`config.mk`:
```
export PLATFORM = sky130hd
export DESIGN_NAME = div_unit
export DESIGN_NICKNAME = d
export VERILOG_FILES = /design/src/rtl/div_unit.sv
export SDC_FILE = /design/constraint.sdc
export NUM_CORES = 1
export LEC_CHECK = 0
export ABC_CLOCK_PERIOD_IN_PS = 14900
export BUFFER_PORTS_ARGS = -buffer_cell sky130_fd_sc_hd__buf_2
export CAP_MARGIN = 20
export CORE_ASPECT_RATIO = 0.5
export CORE_MARGIN = 8
export CORE_UTILIZATION = 40
export CTS_CLUSTER_DIAMETER = 200
export DETAILED_ROUTE_END_ITERATION = 12
export MAX_ROUTING_LAYER = met4
export SYNTH_ARGS = -nofsm -noshare
export SYNTH_HDL_FRONTEND = slang
export SYNTH_SLANG_ARGS = --single-unit
```
`constraint.sdc`:
```
create_clock -name clk -period 14.9 [get_ports clk]
set_input_delay 1.49 -clock clk [delete_from_list [all_inputs] [get_ports clk]]
set_output_delay 1.49 -clock clk [all_outputs]
set_load 0.1 [all_outputs]
```
`src/rtl/div_unit.sv`:
```
// Radix-2 restoring divider for the EX stage: DIV/DIVU, quotient to LO, remainder to HI.
// One quotient bit per cycle. busy stalls the pipeline and cancel aborts on a flush.
module div_unit #(
    parameter int WIDTH = 32,
    parameter int CNT_W = $clog2(WIDTH + 1)
) (
    input  logic             clk,
    input  logic             rst,
    input  logic             start,
    input  logic             signed_en,
    input  logic [WIDTH-1:0] dividend,
    input  logic [WIDTH-1:0] divisor,
    input  logic             cancel,
    output logic             busy,
    output logic             done,
    output logic [WIDTH-1:0] quotient,
    output logic [WIDTH-1:0] remainder,
    output logic             div_by_zero
);

    typedef enum logic [1:0] {IDLE, RUN, DONE} state_t;

    state_t           r_state;
    logic             r_busy;
    logic             r_done;
    logic             r_dbz;
    logic [WIDTH-1:0] r_quo_out;
    logic [WIDTH-1:0] r_rem_out;
    logic [WIDTH-1:0] r_rem;
    logic [WIDTH-1:0] r_quo;
    logic [WIDTH-1:0] r_dvs_mag;
    logic [CNT_W-1:0] r_cnt;
    logic             r_neg_q;
    logic             r_neg_r;

    logic             w_dvd_neg;
    logic             w_dvs_neg;
    logic [WIDTH-1:0] w_dvd_mag;
    logic [WIDTH-1:0] w_dvs_mag;
    logic             w_div_zero;
    logic [WIDTH:0]   w_shift;
    logic [WIDTH-1:0] w_trial;
    logic             w_ge;
    logic [WIDTH-1:0] w_rem_nxt;
    logic [WIDTH-1:0] w_quo_nxt;
    logic [WIDTH-1:0] w_quo_fix;
    logic [WIDTH-1:0] w_rem_fix;

    // Magnitudes stay WIDTH bits wide: -2^(WIDTH-1) negates to itself, read as unsigned.
    assign w_dvd_neg  = signed_en & dividend[WIDTH-1];
    assign w_dvs_neg  = signed_en & divisor[WIDTH-1];
    assign w_dvd_mag  = w_dvd_neg ? -dividend : dividend;
    assign w_dvs_mag  = w_dvs_neg ? -divisor : divisor;
    assign w_div_zero = (divisor == '0);

    // The partial remainder is always below the divisor, so the shifted value fits WIDTH+1 bits
    // and a successful trial difference fits back into WIDTH bits.
    assign w_shift   = {r_rem, r_quo[WIDTH-1]};
    assign w_ge      = (w_shift >= {1'b0, r_dvs_mag});
    assign w_trial   = w_shift[WIDTH-1:0] - r_dvs_mag;
    assign w_rem_nxt = w_ge ? w_trial : w_shift[WIDTH-1:0];
    assign w_quo_nxt = {r_quo[WIDTH-2:0], w_ge};
    assign w_quo_fix = r_neg_q ? -w_quo_nxt : w_quo_nxt;
    assign w_rem_fix = r_neg_r ? -w_rem_nxt : w_rem_nxt;

    // NOTE: every register in this block uses <= so each branch reads pre-edge values.
    always_ff @(posedge clk) begin
        if (rst) begin
            r_state   <= IDLE;
            r_busy    <= 1'b0;
            r_done    <= 1'b0;
            r_dbz     <= 1'b0;
            r_quo_out <= '0;
            r_rem_out <= '0;
            r_rem     <= '0;
            r_quo     <= '0;
            r_dvs_mag <= '0;
            r_cnt     <= '0;
            r_neg_q   <= 1'b0;
            r_neg_r   <= 1'b0;
        end else if (cancel) begin
            r_state <= IDLE;
            r_busy  <= 1'b0;
            r_done  <= 1'b0;
        end else begin
            r_done <= 1'b0;
            case (r_state)
                IDLE, DONE: begin
                    r_state <= IDLE;
                    r_busy  <= 1'b0;
                    if (start) begin
                        if (w_div_zero) begin
                            r_state   <= DONE;
                            r_done    <= 1'b1;
                            r_quo_out <= '1;
                            r_rem_out <= dividend;
                            r_dbz     <= 1'b1;
                        end else begin
                            r_state   <= RUN;
                            r_busy    <= 1'b1;
                            r_rem     <= '0;
                            r_quo     <= w_dvd_mag;
                            r_dvs_mag <= w_dvs_mag;
                            r_cnt     <= '0;
                            r_neg_q   <= w_dvd_neg ^ w_dvs_neg;
                            r_neg_r   <= w_dvd_neg;
                        end
                    end
                end
                RUN: begin
                    r_rem <= w_rem_nxt;
                    r_quo <= w_quo_nxt;
                    r_cnt <= r_cnt + CNT_W'(1);
                    if (r_cnt == CNT_W'(WIDTH - 1)) begin
                        r_state   <= DONE;
                        r_busy    <= 1'b0;
                        r_done    <= 1'b1;
                        r_quo_out <= w_quo_fix;
                        r_rem_out <= w_rem_fix;
                        r_dbz     <= 1'b0;
                    end
                end
                default: begin
                    r_state <= IDLE;
                    r_busy  <= 1'b0;
                end
            endcase
        end
    end

    assign busy        = r_busy;
    assign done        = r_done;
    assign quotient    = r_quo_out;
    assign remainder   = r_rem_out;
    assign div_by_zero = r_dbz;

endmodule

```
==> results of run 1 <==
## placed cells by master, fill, tap and decap left out, types with 14 or more instances in the layout
cell type,count
ha_1,37
xnor2_1,82
nor3_1,63
clkbuf_16,17
buf_2,134
o211ai_1,23
buf_4,16
nand3_1,35
inv_1,53
xor2_1,55
dfxtp_1,172
o21ai_0,81
and3_1,15
mux2i_1,16
a21oi_1,131
nand2_1,158
and2_1,14
or3_1,23
o31ai_1,21
a31oi_1,29
a211oi_1,72
a311oi_1,25
nor2_1,216
## state kept, by name, indices dropped and copies added, names as in the netlist
signal	flops
remainder	32
r_dvs_mag	32
r_neg_r	1
r_quo	32
r_neg_q	1
div_by_zero	1
r_rem	32
r_state	2
done	1
quotient	32
r_cnt	6
## cells by family (layout without fill, tap and decap cells)
| group | count (synthesis) | in the layout | synth area share |
|---|---|---|---|
| buf+inv | 168 | 238 | 0.05485 |
| xor+xnor | 137 | 137 | 0.1004 |
| mux | 20 | 20 | 0.01717 |
| compound gates | 478 | 478 | 0.2659 |
| other cells | 0 | 2 | 0 |
| simple gates | 606 | 606 | 0.2332 |
| fa+ha+maj | 38 | 38 | 0.04041 |
| flops | 172 | 172 | 0.2881 |
## stage by stage
stage	setup slack, ns	utilization	total power, W
2_1_floorplan	9.937	-	0.0006666
3_3_place_gp	9.905	0.4394	0.0007348
3_5_place_dp	9.799	0.4406	0.0007360
4_1_cts	9.774	0.4612	0.001205
5_1_grt	9.372	0.4614	0.001252
6_report	9.738	0.4614	0.001198
## path summary, 6_finish.rpt
kind	to	slack, ns	cells after the start
setup / recovery	remainder[28]	9.74	15
hold / removal	r_dvs_mag[31]	0.45	2
setup reg to reg	remainder[28]	9.74	15
hold reg to reg	r_dvs_mag[31]	0.45	2
## worst min-delay path, stage by stage, from the launching register on
cell and delay [ns]:
dfxtp_1 0.31, nand2_1 0.05, a21oi_1 0.05
## metal layers
metal / vias up / global-route usage / routed length, um
met5: - / - / 0
met4: 0 / 0.05977 / 773
met3: 45 / 0.03560 / 2319
met2: 350 / 0.3021 / 16010
met1: 5412 / 0.2987 / 18920
li1: 5948 / - / -
## cell type report
type,count,area (um^2)
Antenna cell,2,5.005
Clock buffer,22,464.2
Clock inverter,10,136.4
Fill cell,3034,15720
Inverter,54,207.7
Multi-Input combinational cell,1279,7890
Sequential cell,172,3443
Tap cell,391,489.2
Timing Repair Buffer,152,825.8
## power breakdown
part           internal, W  switching, W
Combinational    0.0000887      0.000154
Clock             0.000273      0.000196
Sequential        0.000473     0.0000129
Total             0.000834      0.000363
==> impl_metrics.yaml, run 1 <==
timing:
  min_period_ns: 5.162
  fin_crit_sh: 0.3465
  grt_setup_unrepaired: "false"
  slew_headroom: 0.3063
  finalMaxSlewViolations: 0
  skew_ns: 0.01645
  tightest_slew_ns: 1.041
  fmax_ghz: 0.1937
  hold_slack_ns: 0.4511
  setup_tns_ns: 0
  setup_viol: 0
  hold_viol_final: 0
final_layout:
  layout.nets: 1783
  design_area_um2: 13460
  drive_gt1_frac: 0.1279
  fin_cells: 2082
  synthToLayoutAreaGrowth_pct: 12.62
drt:
  routed_wl_um: 38020
  ant_nets: 0
  drt-initial-drc-count: 1046
  wl_per_cell_um: 18.26
  drcViolationCount: 0
  num_vias: 11760
  vias_per_cell: 5.646
  dr.pass1.iters: 5
clock_tree:
  cts_tree: "yes"
  insertion_delay_ns: 0.45
  cts_resized: 0
  cts_root_buffer: "clkbuf_16"
  cts_buffer_depth: 2
  ctsHoldBuffers: 0
  cts_max_level: 4
  numClockSinks: 172
  path_clk_slew_ns: 0.07
  postCtsSetupBuffers: 0
  cts_inserted_buffers: 17
critical_path:
  rr_startpoint: "r_rem[11]"
  arrival_ns: 5.51
  path_class: "flip-flop to flip-flop"
  crit_start: "r_rem[11]"
  path_cells: "ha_1 > nand4_1 > or3_4 > or4_4 > o21ai_2 > o31a_2 > buf_4 > mux2i_1 > ha_1 > nand3_1 > mux2_2 > nor3_1 > a41oi_1 > xor2_1 > a2111oi_2"
  worstPathMaxFanout: 42
  endpoint_kind: "flip-flop"
  worstPathRequired_ns: 15.24
  path_buf_inv: 1
  critPathSlowestCell: "or4_4"
  start_kind: "flip-flop"
  critPathTopFamily: "simple AND/OR/NAND/NOR gates"
  critPathMaxStageDelay_ns: 0.54
  crit_top_cell: "ha_1"
logic_synthesis:
  synth_top_area_frac: 0.2881
  post-synth-top-area-cell: "dfxtp_1"
  async_reset_ff_frac: 0
  yosys_register_bits: 172
  synth_edf_count: 0
  ys.flop_type: "dfxtp_1"
  synth.most_common_cell: "nor2_1"
  syn_area_um2: 11950
  ys_seq_area_frac: 0.2881
  synth_fp_nets: 1726
  synth_warnings: 0
  synthTopCellsByCount: "nor2_1, dfxtp_1, nand2_1"
  netlist_instances: 1619
  synth_cell_type_count: 80
  ys_top_cells_by_area: "dfxtp_1, nor2_1, xnor2_1"
  avgSynthCellArea_um2: 7.383
placed_design:
  numPlacedInstances: 2048
  io_buffers: 135
  place.gp.congestion: 0.9126
  place_area_um2: 12860
  hpwlAfterDp_um: 28160
flow_run:
  drv_cap: 0
global_routing:
  grt_max_degree: 95
  grt_pass1_vias: 10670
  grt_antenna_before_repair: 2
  grtUsageTotal: 0.2103
  overflow: 0
  grt_pass1_wl_um: 60250
floorplan:
  row_count: 44
  io_pins: 136
  dieArea_um2: 36010
  fp.dieH_um: 138.2
  die_x_um: 260.5
  initial_core_util: 0.4096
  core_um2: 29180
outcome:
  status: "complete, no violations"
power_and_ir_drop:
  ir_drop_uv: 73.83
  p_leak_nw: 5.295
  p_per_area_nw_per_um2: 88.97
hold_path:
  min_from: "r_dvs_mag[31]"
  hp-class: "flip-flop to flip-flop"
Note: power is estimated with default switching activity, not from simulation.
==> inputs of run 2 (changes only) <==
Settings changed: ABC_AREA set to 1, ABC_CLOCK_PERIOD_IN_PS 14900 to 4200.
Clock period 14.9 ns to 4.2 ns, I/O delays scaled along.
==> run 2 against run 1 <==
  * Core utilization shrank 0.28 points
  * Critical endpoint is now remainder[16]
  * Sequential power rose to 3.6 times the previous value
  * Register-to-register slack worse by 9.4 ns
  * Cell count up 27%
  * Die area grew 6.4%
  * Flip-flop and latch count did not move
  * Clock power rose to 3.4 times the previous value
  * Critical path depth rose by 9
  * Worst hold slack got worse by 0.24 ns
  * Combinational power grew to 5.0 times the previous value
  * Worst setup slack lost 9.4 ns
  * Cell area rose by 7.6%
  * Largest cell class unchanged
==> impl_metrics.yaml, run 2 <==
timing:
  slew_headroom: 0.3772
  min_period_ns: 3.825
  hold_viol_final: 0
  finalMaxSlewViolations: 0
  fin_crit_sh: 0.9106
  setup_tns_ns: 0
  setup_viol: 0
  fmax_ghz: 0.2615
  grt_setup_unrepaired: "false"
  skew_ns: 0.01157
  tightest_slew_ns: 0.9342
critical_path:
  worstPathRequired_ns: 4.56
  arrival_ns: 4.19
  critPathSlowestCell: "ha_1"
  critPathTopFamily: "simple AND/OR/NAND/NOR gates"
  path_class: "flip-flop to flip-flop"
  path_buf_inv: 3
  endpoint_kind: "flip-flop"
  crit_top_cell: "nand2_1"
  start_kind: "flip-flop"
  critPathMaxStageDelay_ns: 0.36
  worstPathMaxFanout: 42
  path_cells: "inv_1 > ha_1 > nand2_1 > nor2_1 > nand2_1 > inv_1 > nand2_2 > nor3_4 > nor2_4 > nand2_8 > buf_12 > nand2_1 > o21ai_2 > ha_1 > nand3_1 > nor2_1 > nand3_1 > nor2_1 > nand2_1 > nand2_1 > xor2_1 > nand2_1 > nand2_1 > nand2_1"
floorplan:
  initial_core_util: 0.4048
  dieArea_um2: 38300
  io_pins: 136
  row_count: 46
  core_um2: 31600
  die_x_um: 268.9
  fp.dieH_um: 142.4
logic_synthesis:
  synth_compound_area_frac: 0.1766
  synth_xor_area_frac: 0.03835
  netlist_instances: 2093
  yosys_register_bits: 172
  synth_top_area_frac: 0.2692
  post-synth-top-area-cell: "dfxtp_1"
  synth_mux_area_frac: 0
  async_reset_ff_frac: 0
  avgSynthCellArea_um2: 6.111
  ys_seq_area_frac: 0.2692
  synth_cell_type_count: 60
  synth-adder-area-share: 0.03776
  syn_area_um2: 12790
  ys.flop_type: "dfxtp_1"
  synth_fp_nets: 2200
  synth_warnings: 0
  synthSimpleGateAreaFrac: 0.3727
  ys_top_cells_by_area: "dfxtp_1, nand2_1, inv_1"
  synth_top_family_by_area: "simple AND/OR/NAND/NOR gates"
  synth.most_common_cell: "nand2_1"
  synthTopCellsByCount: "nand2_1, inv_1, nor2_1"
  synth_edf_count: 0
drt:
  drt-initial-drc-count: 1195
  vias_per_cell: 5.314
  num_vias: 14020
  routed_wl_um: 49110
  wl_per_cell_um: 18.61
  ant_nets: 0
  dr.pass1.iters: 6
  drcViolationCount: 0
final_layout:
  layout_common_cells: "nand2_1, inv_1, nor2_1, dfxtp_1, nand3_1"
  synthToLayoutAreaGrowth_pct: 13.29
  regArea_um2: 3443
  multiInputGateArea_um2: 8028
  drive_gt1_frac: 0.1242
  fillers: 3388
  design_area_um2: 14490
  layout.nets: 2301
  final_util: 0.4585
  diodes: 0
  final_common_cell: "nand2_1"
global_routing:
  grt_pass1_wl_um: 73980
  grt_max_degree: 88
  grt_antenna_before_repair: 0
  grtUsageTotal: 0.2560
  overflow: 0
  grt_pass1_vias: 12820
clock_tree:
  path_clk_slew_ns: 0.07
  cts_tree: "yes"
  ctsHoldBuffers: 0
  cts_root_buffer: "clkbuf_16"
  cts_inserted_buffers: 17
  cts_buffer_depth: 2
  cts_max_level: 4
  numClockSinks: 172
  insertion_delay_ns: 0.46
  cts_resized: 0
  postCtsSetupBuffers: 0
power_and_ir_drop:
  p_leak_nw: 6.988
  power.total_w: 0.004563
  p_per_area_nw_per_um2: 314.9
  ir_drop_uv: 209.7
hold_path:
  hp-class: "input port to flip-flop"
placed_design:
  io_buffers: 135
  place.gp.congestion: 0.9916
  place_area_um2: 13900
  hpwlAfterDp_um: 37640
flow_run:
  drv_cap: 0
outcome:
  status: "complete, no violations"
[run 2: cell types whose count changed in the layout (fill, tap and decap cells not counted), sizes merged, moves of 54 or more]
cell	before	now
nand2	160	608
inv	56	261
nand3	35	154
xnor2	82	10
o21ai	85	148
a211oi	73	19
[run 2: area by class of cell]
class                   count  share of cell area
flip-flops and latches    172              0.2377
multi-input cells        1576              0.5541
repair buffers            168             0.06459
clock inverters            13            0.009413
clock buffers              19             0.02988
well taps                 432             0.03731
inverters                 259             0.06710
[run 2: logic make-up after synthesis]
logic type | count (synthesis)
buffers and inverters | 345
AO/OA/AOI/OAI | 398
flip-flops | 172
adder cells (fa/ha/maj) | 38
AND/OR/NAND/NOR | 1084
XOR/XNOR | 56
[run 2: final timing paths]
check / from / endpoint / slack (ns) / cells after the start
setup / recovery: r_dvs_mag[9] / remainder[16] / 0.38 / 24
hold / removal: cancel / r_state[0] / 0.21 / 2
setup reg to reg: r_dvs_mag[9] / remainder[16] / 0.38 / 24
hold reg to reg: quotient[17] / quotient[17] / 0.45 / 2
[run 2: layer usage]
| layer | vias to the layer above | track usage | wire length [um] | share of wire |
|---|---|---|---|---|
| met5 | - | - | 0 | 0 |
| met4 | 0 | 0.1016 | 1707 | 0.035 |
| met3 | 84 | 0.05174 | 3402 | 0.069 |
| met2 | 453 | 0.3856 | 21570 | 0.44 |
| met1 | 6406 | 0.3344 | 22430 | 0.46 |
| li1 | 7081 | - | - | - |
[run 2: report_power, final]
group / leakage, nW / switching (W) / internal [W]
clock network: 0.277 / 0.000780 / 0.000834
logic: 5.31 / 0.000851 / 0.000368
registers: 1.40 / 0.0000486 / 0.00168
total: 6.99 / 0.00168 / 0.00288
[run 2: metrics by stage]
| stage | cells | setup slack, ns | hold WS (ns) |
|---|---|---|---|
| after floorplan | 2093 | 0.7883 | 0.4302 |
| after global placement | 2607 | 0.1698 | 0.4347 |
| after detailed placement | 2607 | 0.2018 | 0.4368 |
| after CTS | 2639 | 0.1745 | 0.1797 |
| after global routing | 2639 | 0.02113 | 0.1917 |
| final | 2639 | 0.3753 | 0.2104 |
[run 2: worst reg2reg max path, stage by stage (launching register included)]
cell and delay [ns]:
dfxtp_1 0.33, inv_1 0.05, ha_1 0.36, nand2_1 0.13, nor2_1 0.28, nand2_1 0.08, inv_1 0.10, nand2_2 0.09
nor3_4 0.20, nor2_4 0.08, nand2_8 0.08, buf_12 0.25, nand2_1 0.15, o21ai_2 0.12, ha_1 0.25, nand3_1 0.09
nor2_1 0.19, nand3_1 0.17, nor2_1 0.22, nand2_1 0.08, nand2_1 0.08, xor2_1 0.16, nand2_1 0.07, nand2_1 0.09
nand2_1 0.04
==> inputs of run 3 (changes only) <==
Settings changed: CORE_UTILIZATION 40 to 55, PLACE_DENSITY set to 0.78, SKIP_CTS_REPAIR_TIMING set to 1.
==> run 3 against run 2 <==
  * First-iteration DRC count increased by 48%
  * Total power is 0.96% lower
  * Critical endpoint unchanged
  * Cell area down 1.4%
  * Worst hold slack worse by 0.010 ns
  * Count of clock-buffer cells in the layout fell by 1
==> impl_metrics.yaml, run 3 (synthesis gave the netlist of run 2 again) <==
placed_design:
  dpl_worst_slack_ns: 0.3323
  hpwlAfterDp_um: 34390
  numPlacedInstances: 2477
  place.gp.congestion: 1.048
  io_buffers: 135
critical_path:
  arrival_ns: 4.17
  worstPathMaxFanout: 42
  endpoint_kind: "flip-flop"
  start_kind: "flip-flop"
  worstPathRequired_ns: 4.57
  path_class: "flip-flop to flip-flop"
floorplan:
  dieArea_um2: 28690
  fp.dieH_um: 123.8
  die_x_um: 231.7
  core_um2: 22840
  row_count: 39
  initial_core_util: 0.5600
  io_pins: 136
drt:
  vias_per_cell: 5.768
  dr.pass1.iters: 6
  routed_wl_um: 44940
  drcViolationCount: 0
  drt-initial-drc-count: 1767
  num_vias: 14470
  ant_nets: 0
  wl_per_cell_um: 17.91
timing:
  tightest_slew_ns: 0.8944
  skew_ns: 0.01127
  setup_slack_ns: 0.3984
  fmax_ghz: 0.2630
  hold_viol_final: 0
  setup_tns_ns: 0
  hold_slack_ns: 0.2002
  setup_viol: 0
  min_period_ns: 3.802
  finalMaxSlewViolations: 0
  grt_setup_unrepaired: "false"
  slew_headroom: 0.4038
  fin_crit_sh: 0.9052
global_routing:
  grt_antenna_before_repair: 0
  grt_pass1_wl_um: 69770
  grt_max_degree: 88
  grtUsageTotal: 0.3152
  grt_pass1_vias: 12640
  overflow: 0
final_layout:
  layout.nets: 2296
  final_common_cell: "nand2_1"
  multiInputGateArea_um2: 8028
  layout_common_cells: "nand2_1, inv_1, nor2_1, dfxtp_1, nand3_1"
  fillers: 2272
  diodes: 0
  synthToLayoutAreaGrowth_pct: 11.70
  fin_cells: 2509
  drive_gt1_frac: 0.1231
  regArea_um2: 3443
outcome:
  status: "complete, no violations"
power_and_ir_drop:
  p_per_area_nw_per_um2: 316.3
  ir_drop_uv: 253.2
  power.total_w: 0.004519
  p_leak_nw: 6.948
hold_path:
  hp-class: "input port to flip-flop"
clock_tree:
  numClockSinks: 172
  cts_root_buffer: "clkbuf_16"
  cts_max_level: 4
  cts_buffer_depth: 2
  cts_inserted_buffers: 17
  cts_tree: "yes"
  insertion_delay_ns: 0.47
  path_clk_slew_ns: 0.08
flow_run:
  drv_cap: 0
==> run 3: cell count changes in the layout (fill, tap and decap cells not counted), sizes merged <==
cell / change
clkinvlp: +4
inv: +1
bufinv: -1
buf: -5
clkinv: -3
clkbuf: -1
==> run 3: final timing paths <==
kind / start / cells past startpoint / endpoint / slack (ns)
worst max-delay path: r_dvs_mag[21] / 24 / remainder[16] / 0.40
worst min-delay path: cancel / 2 / r_state[0] / 0.20
worst max register to register: r_dvs_mag[21] / 24 / remainder[16] / 0.40
worst min register to register: remainder[27] / 2 / remainder[27] / 0.45
==> run 3: worst max-delay path, cell delays in order (launching register included) <==
cell	delay [ns]
dfxtp_1	0.34
inv_1	0.07
ha_1	0.40
nand2_2	0.14
nor2_4	0.15
inv_2	0.06
nor2_4	0.12
nand2_2	0.11
nor3_4	0.21
nor2_4	0.08
nand2_8	0.07
buf_6	0.34
nand2_1	0.12
o21ai_2	0.13
ha_1	0.24
nand3_1	0.09
nor2_1	0.16
nand3_1	0.16
nor2_1	0.21
nand2_1	0.08
nand2_1	0.08
xor2_1	0.15
nand2_1	0.06
nand2_1	0.08
nand2_1	0.04
==> run 3: metal layers <==
metal / vias to the layer above / GRT usage / routed length, um
met2: 778 / 0.4571 / 18890
met1: 6546 / 0.4305 / 19990
met4: 0 / 0.1151 / 1425
met3: 75 / 0.06435 / 4625
met5: - / - / 0
li1: 7072 / - / -
==> run 3: power by group <==
| group | switching (W) | internal [W] |
|---|---|---|
| registers | 0.0000490 | 0.00168 |
| logic | 0.000833 | 0.000369 |
| clock network | 0.000791 | 0.000795 |
| total | 0.00167 | 0.00285 |
==> run 3: through the flow <==
step | util | area [um^2]
floorplan | - | 12790
global placement | 0.6003 | 13710
detailed placement | 0.6003 | 13710
CTS | 0.6252 | 14280
global route | 0.6256 | 14290
finish | 0.6256 | 14290
==> run 3: layout make-up <==
| cell class | count | share of cell area |
|---|---|---|
| repair buffers | 163 | 0.06227 |
| clock inverters | 14 | 0.009108 |
| clock buffers | 18 | 0.03074 |
| well taps | 307 | 0.02689 |
| flip-flops and latches | 172 | 0.2410 |
| inverters | 259 | 0.06805 |
| multi-input cells | 1576 | 0.5619 |
